$ cat config.mk
export PLATFORM = sky130hd
export DESIGN_NAME = m_ucodeseq
export DESIGN_NICKNAME = d
export VERILOG_FILES = /design/src/rtl/m_ucodeseq_pkg.sv /design/src/rtl/m_ucodewdog.sv /design/src/rtl/m_ucodeseq.sv
export SDC_FILE = /design/constraint.sdc
export NUM_CORES = 1
export LEC_CHECK = 0
export ABC_AREA = 1
export BUFFER_PORTS_ARGS = -buffer_cell sky130_fd_sc_hd__buf_2
export CORE_UTILIZATION = 39
export CTS_CLUSTER_DIAMETER = 80
export DETAILED_ROUTE_END_ITERATION = 10
export GPL_TIMING_DRIVEN = 0
export PLACE_DENSITY = 0.78
export SKIP_LAST_GASP = 1
export SLEW_MARGIN = 10
export SYNTH_ARGS = -nofsm -noshare
export SYNTH_HDL_FRONTEND = slang
export SYNTH_SLANG_ARGS = --single-unit
$ cat constraint.sdc
create_clock -name clk -period 1.4 [get_ports clk]
set_clock_uncertainty 0.15 [all_clocks]
set_input_delay 0.21 -clock clk [delete_from_list [all_inputs] [get_ports clk]]
set_output_delay 0.21 -clock clk [all_outputs]
set_load 0.05 [all_outputs]
$ cat src/rtl/m_ucodeseq_pkg.sv
// Shared microcode sequencer definitions: seqop encodings, fixed vectors and
// control-word field layout, also consumed by the microcode assembler output.
package m_ucodeseq_pkg;

  typedef enum logic [1:0] {
    SEQ_JUMP     = 2'b00,
    SEQ_DISPATCH = 2'b01,
    SEQ_BRANCH   = 2'b10,
    SEQ_MEMWAIT  = 2'b11
  } seqop_t;

  typedef enum logic [1:0] {
    ST_RUN        = 2'b00,
    ST_STALL_MEM  = 2'b01,
    ST_STALL_DISP = 2'b10
  } state_t;

  localparam logic [7:0] RESET_VEC  = 8'h00;
  localparam logic [7:0] TRAP_VEC   = 8'h04;
  localparam logic [7:0] BUSERR_VEC = 8'h08;

  localparam int SA_LSB     = 0;
  localparam int SEQOP_LSB  = 8;
  localparam int IRQ_EN_BIT = 10;
  localparam int CTL_W      = 11;

  // Packed so that the struct overlays d[10:0] bit-for-bit.
  typedef struct packed {
    logic       irq_en;
    seqop_t     seqop;
    logic [7:0] sa_next;
  } ctl_t;

  function automatic ctl_t unpack_ctl(input logic [CTL_W-1:0] f);
    return ctl_t'(f);
  endfunction

endpackage

$ cat src/rtl/m_ucodewdog.sv
// Memory-stall watchdog: saturating counter with clear/increment and a flag
// raised when the count reaches WDOG_LIMIT-1.
module m_ucodewdog #(
  parameter int WDOG_LIMIT = 256
) (
  input  logic clk,
  input  logic rst,
  input  logic clr,
  input  logic inc,
  output logic hit
);

  localparam int CW = (WDOG_LIMIT > 1) ? $clog2(WDOG_LIMIT) : 1;
  localparam logic [CW-1:0] LAST = CW'(WDOG_LIMIT - 1);

  logic [CW-1:0] cnt;

  always_ff @(posedge clk) begin
    if (rst || clr) begin
      cnt <= '0;
    end else if (inc && (cnt != LAST)) begin
      cnt <= cnt + 1'b1;
    end
  end

  assign hit = (cnt == LAST);

endmodule

$ cat src/rtl/m_ucodeseq.sv
// Microcode sequencer: picks the next ROM address from the registered control
// word, holds the address during memory/dispatch stalls, and redirects on
// interrupt or memory-stall timeout.
module m_ucodeseq
  import m_ucodeseq_pkg::*;
#(
  parameter int         WDOG_LIMIT = 256,
  parameter logic [2:0] DISP_BASE  = 3'b111
) (
  input  logic        clk,
  input  logic        rst,
  input  logic [47:0] d,
  input  logic [4:0]  instr_class,
  input  logic        instr_valid,
  input  logic        cond,
  input  logic        mem_busy,
  input  logic        irq_req,
  output logic [7:0]  minx,
  output logic        progress_ucode,
  output logic        stalled,
  output logic        trap_taken,
  output logic        buserr
);

  ctl_t       ctl;
  state_t     state, state_nx;
  logic [7:0] held;
  logic       wd_hit, wd_inc;
  logic       unused_d;

  assign ctl      = unpack_ctl(d[CTL_W-1:0]);
  assign unused_d = ^d[47:CTL_W];

  always_comb begin
    minx           = held;
    progress_ucode = 1'b0;
    trap_taken     = 1'b0;
    buserr         = 1'b0;
    wd_inc         = 1'b0;
    state_nx       = state;
    if (rst) begin
      minx           = RESET_VEC;
      progress_ucode = 1'b1;
    end else begin
      unique case (ctl.seqop)
        SEQ_JUMP: begin
          minx           = ctl.sa_next;
          progress_ucode = 1'b1;
        end
        SEQ_BRANCH: begin
          minx           = {ctl.sa_next[7:1], cond};
          progress_ucode = 1'b1;
        end
        SEQ_DISPATCH: begin
          // Interrupt takes priority over a pending instruction.
          if (ctl.irq_en && irq_req) begin
            minx           = TRAP_VEC;
            progress_ucode = 1'b1;
            trap_taken     = 1'b1;
          end else if (instr_valid) begin
            minx           = {DISP_BASE, instr_class};
            progress_ucode = 1'b1;
          end else begin
            state_nx = ST_STALL_DISP;
          end
        end
        SEQ_MEMWAIT: begin
          // A transfer completing in the timeout cycle is a normal exit.
          if (!mem_busy) begin
            minx           = ctl.sa_next;
            progress_ucode = 1'b1;
          end else if (wd_hit) begin
            minx           = BUSERR_VEC;
            progress_ucode = 1'b1;
            buserr         = 1'b1;
          end else begin
            state_nx = ST_STALL_MEM;
            wd_inc   = 1'b1;
          end
        end
        default: ;
      endcase
    end
    if (progress_ucode) state_nx = ST_RUN;
  end

  always_ff @(posedge clk) begin
    if (rst) begin
      state   <= ST_RUN;
      held    <= RESET_VEC;
      stalled <= 1'b0;
    end else begin
      state   <= state_nx;
      stalled <= (state_nx != ST_RUN);
      if (progress_ucode) held <= minx;
    end
  end

  m_ucodewdog #(
    .WDOG_LIMIT(WDOG_LIMIT)
  ) u_wdog (
    .clk(clk),
    .rst(rst),
    .clr(progress_ucode),
    .inc(wd_inc),
    .hit(wd_hit)
  );

endmodule

==> results by group <==
CTS
  – CTS tree: built
  – Clk_lat worst skew: 0.29 ns
  – Clk buf depth: 2
  – Root Buffer: clkbuf_4
  – Post-cts hold buffer count: 0
  – Sink Count: 17
  – TritonCTS buffer count: 3
  – Clock-pin slew on the worst setup and hold paths: 0.11 ns
  – Number of H-tree levels: 1

Global routing
  – Overflow after GRT: 0
  – Pin count of the biggest net entering global routing: 11
  – GRT Total Usage: 0.197
  – First-pass GRT wire length: 5.01 mm
  – Vias in the first global route: 1213
  – Initial antenna violation count: 0

Yosys
  – Yosys warns: 0
  – Post-synth top area cell: dfxtp_1
  – Mapped Area: 1190 um2
  – Synth Net Count: 243
  – Largest cells by area after synthesis: dfxtp_1, nand2_1, inv_1
  – Sequential element share of the synthesized area: 0.285
  – Syn avg cell area: 6.52 um2
  – Top cell type's share of synthesized area: 0.285
  – #FFs+latches synth: 17
  – Netlist cell types: 26
  – Cell count after synthesis: 183

Timing
  – WHS: 0.0572 ns
  – Final Hold Vio Count: 0
  – Setup TNS: -5.75 ns
  – Setup violators final: 20
  – RSZ-0062 raised after global routing: true
  – Worst Max-Slew Pin Slew: 0.451 ns
  – Fin crit share: 1.41
  – Relative slew slack: 0.697
  – FMAX: 508 MHz
  – Slack of the critical path: -0.569 ns
  – Final min period: 1.97 ns
  – Slew Viols, Final: 0

Power and ir drop
  – P_leak: 0.000845 uW
  – Sw Ratio: 0.341
  – Clock network fraction of total power: 0.244
  – Sw power: 380 uW
  – VDD IR-drop max: 0.000361 V
  – Int Pwr: 734 uW
  – Total power: 1110 uW
  – Combinational power share: 0.304
  – PwrDens: 633 nW/um2
  – Sequential group share of total power: 0.453

Layout
  – Number of diodes: 0
  – Nets: 291
  – Share of cells above drive strength 1: 0.457
  – Area Overhead vs Synth: 47.4%
  – Most frequent cells in the layout: nand2_1, inv_1, buf_2
  – Post-route cell area: 1760 um2
  – Commonest non-fill, non-tap cell in the layout: nand2_1

Die
  – Die Width: 57.3 um
  – Die Y: 57.3 um
  – Row cnt: 19
  – Ports: 71
  – Die area: 3280 um2
  – Core Region: 2830 um2
  – Initial Util: 0.421

Hold path
  – Hold Crit Class: input pin to register

Place
  – PortBufs: 31
  – Routability congestion estimate: 0.834
  – Area after DPL: 1480 um2
  – Post-DP HPWL: 2.00 mm

Critical path
  – CP Max Fanout: 5
  – Startpoint type of the worst setup path: register
  – Req. time, crit path: 1.04 ns
  – Crit Path Class: register to output pin
  – Arr. time, crit path: 1.61 ns
  – Kind of end point of the critical path: output pin

Routing
  – Total iterations of the first detailed-routing run: 9
  – DR vias: 1324
  – Detailed Route WL: 2.99 mm
  – # DRC: 3
  – Vias/cell: 5.07
  – First DRT Iteration DRCs: 52
  – Drt wl/cell: 11.5 um
  – Final ANT Viol Nets: 0

Status
  – Outcome: finished, violations left
  – Failing checks: design-rule violations, negative setup slack

Run
  – Number of max-cap violations: 0
==> path summary, 6_finish.rpt <==
kind | slack (ns) | cells after the start | startpoint | to
max | -0.57 | 10 | u_wdog.cnt[1] | minx[3]
min | 0.06 | 2 | rst | held[5]
max reg2reg | -0.14 | 10 | u_wdog.cnt[1] | u_wdog.cnt[2]
min reg2reg | 0.34 | 2 | u_wdog.cnt[3] | u_wdog.cnt[3]
==> power by group through the flow <==
stage | clock (uW) | combinational [uW] | sequential (uW)
floorplan | 0 | 203 | 522
global placement | 0 | 280 | 518
detailed placement | 0 | 282 | 519
CTS | 278 | 328 | 507
global route | 301 | 366 | 505
finish | 271 | 338 | 504
==> through the flow <==
stage / instances / utilization / setup slack (ns)
2_1_floorplan: 183 / - / -0.270
6_report: 261 / 0.621 / -0.569
3_3_place_gp: 245 / 0.522 / -0.410
3_5_place_dp: 245 / 0.522 / -0.431
4_1_cts: 261 / 0.601 / -0.532
5_1_grt: 261 / 0.621 / -0.661
==> cells by family after synthesis <==
logic type | count (synthesis) | share of synthesized area
simple gates | 105 | 0.443
buf+inv | 37 | 0.129
compound gates | 22 | 0.125
flops | 17 | 0.285
xor+xnor | 1 | 0.00735
fa+ha+maj | 1 | 0.0105
==> synth_stat cells, drive strengths merged <==
cell type   n
nor3        3
o21bai      1
dfxtp      17
o21a        1
nand4      11
ha          1
nor2       14
buf         2
nand2      63
xnor2       1
a21oi      15
inv        35
o21ai       5
nand3      14
==> registers in the layout (all words and copies together) (netlist names) <==
| name | count |
|---|---|
| u_wdog.cnt | 8 |
| held | 8 |
| stalled | 1 |
==> routing by layer <==
layer / up-vias / routed length [um] / GRT usage
met1: 594 / 1340 / 0.248
li1: 677 / - / -
met3: 10 / 128 / 0.0249
met4: 0 / 97 / 0.0976
met5: - / 0 / 0
met2: 43 / 1430 / 0.333
==> worst max-delay path, stage by stage (launching register included) <==
cell and delay (ns):
dfxtp_2 0.35, ha_4 0.17, inv_4 0.06, nor2_4 0.04
nand2_4 0.13, nand3_2 0.09, nand2_2 0.07, nand3_2 0.07
nand2_2 0.09, clkinvlp_4 0.09, buf_8 0.15
==> repair_timing <==
action	CTS	global route
buffers inserted	11	4
endpoints found under the setup margin	27	27
pin swaps	12	5
resized for setup	33	23
gates cloned	1	0
==> cell type report <==
class | instances | area (um2)
multi-input combinational | 130 | 837
inverter | 35 | 158
timing repair buffer | 42 | 333
clock buffer | 4 | 26.3
tap | 31 | 38.8
buffer | 2 | 12.5
fill | 241 | 1070
sequential | 17 | 353
No activity file was read; power rests on OpenSTA's default activity.
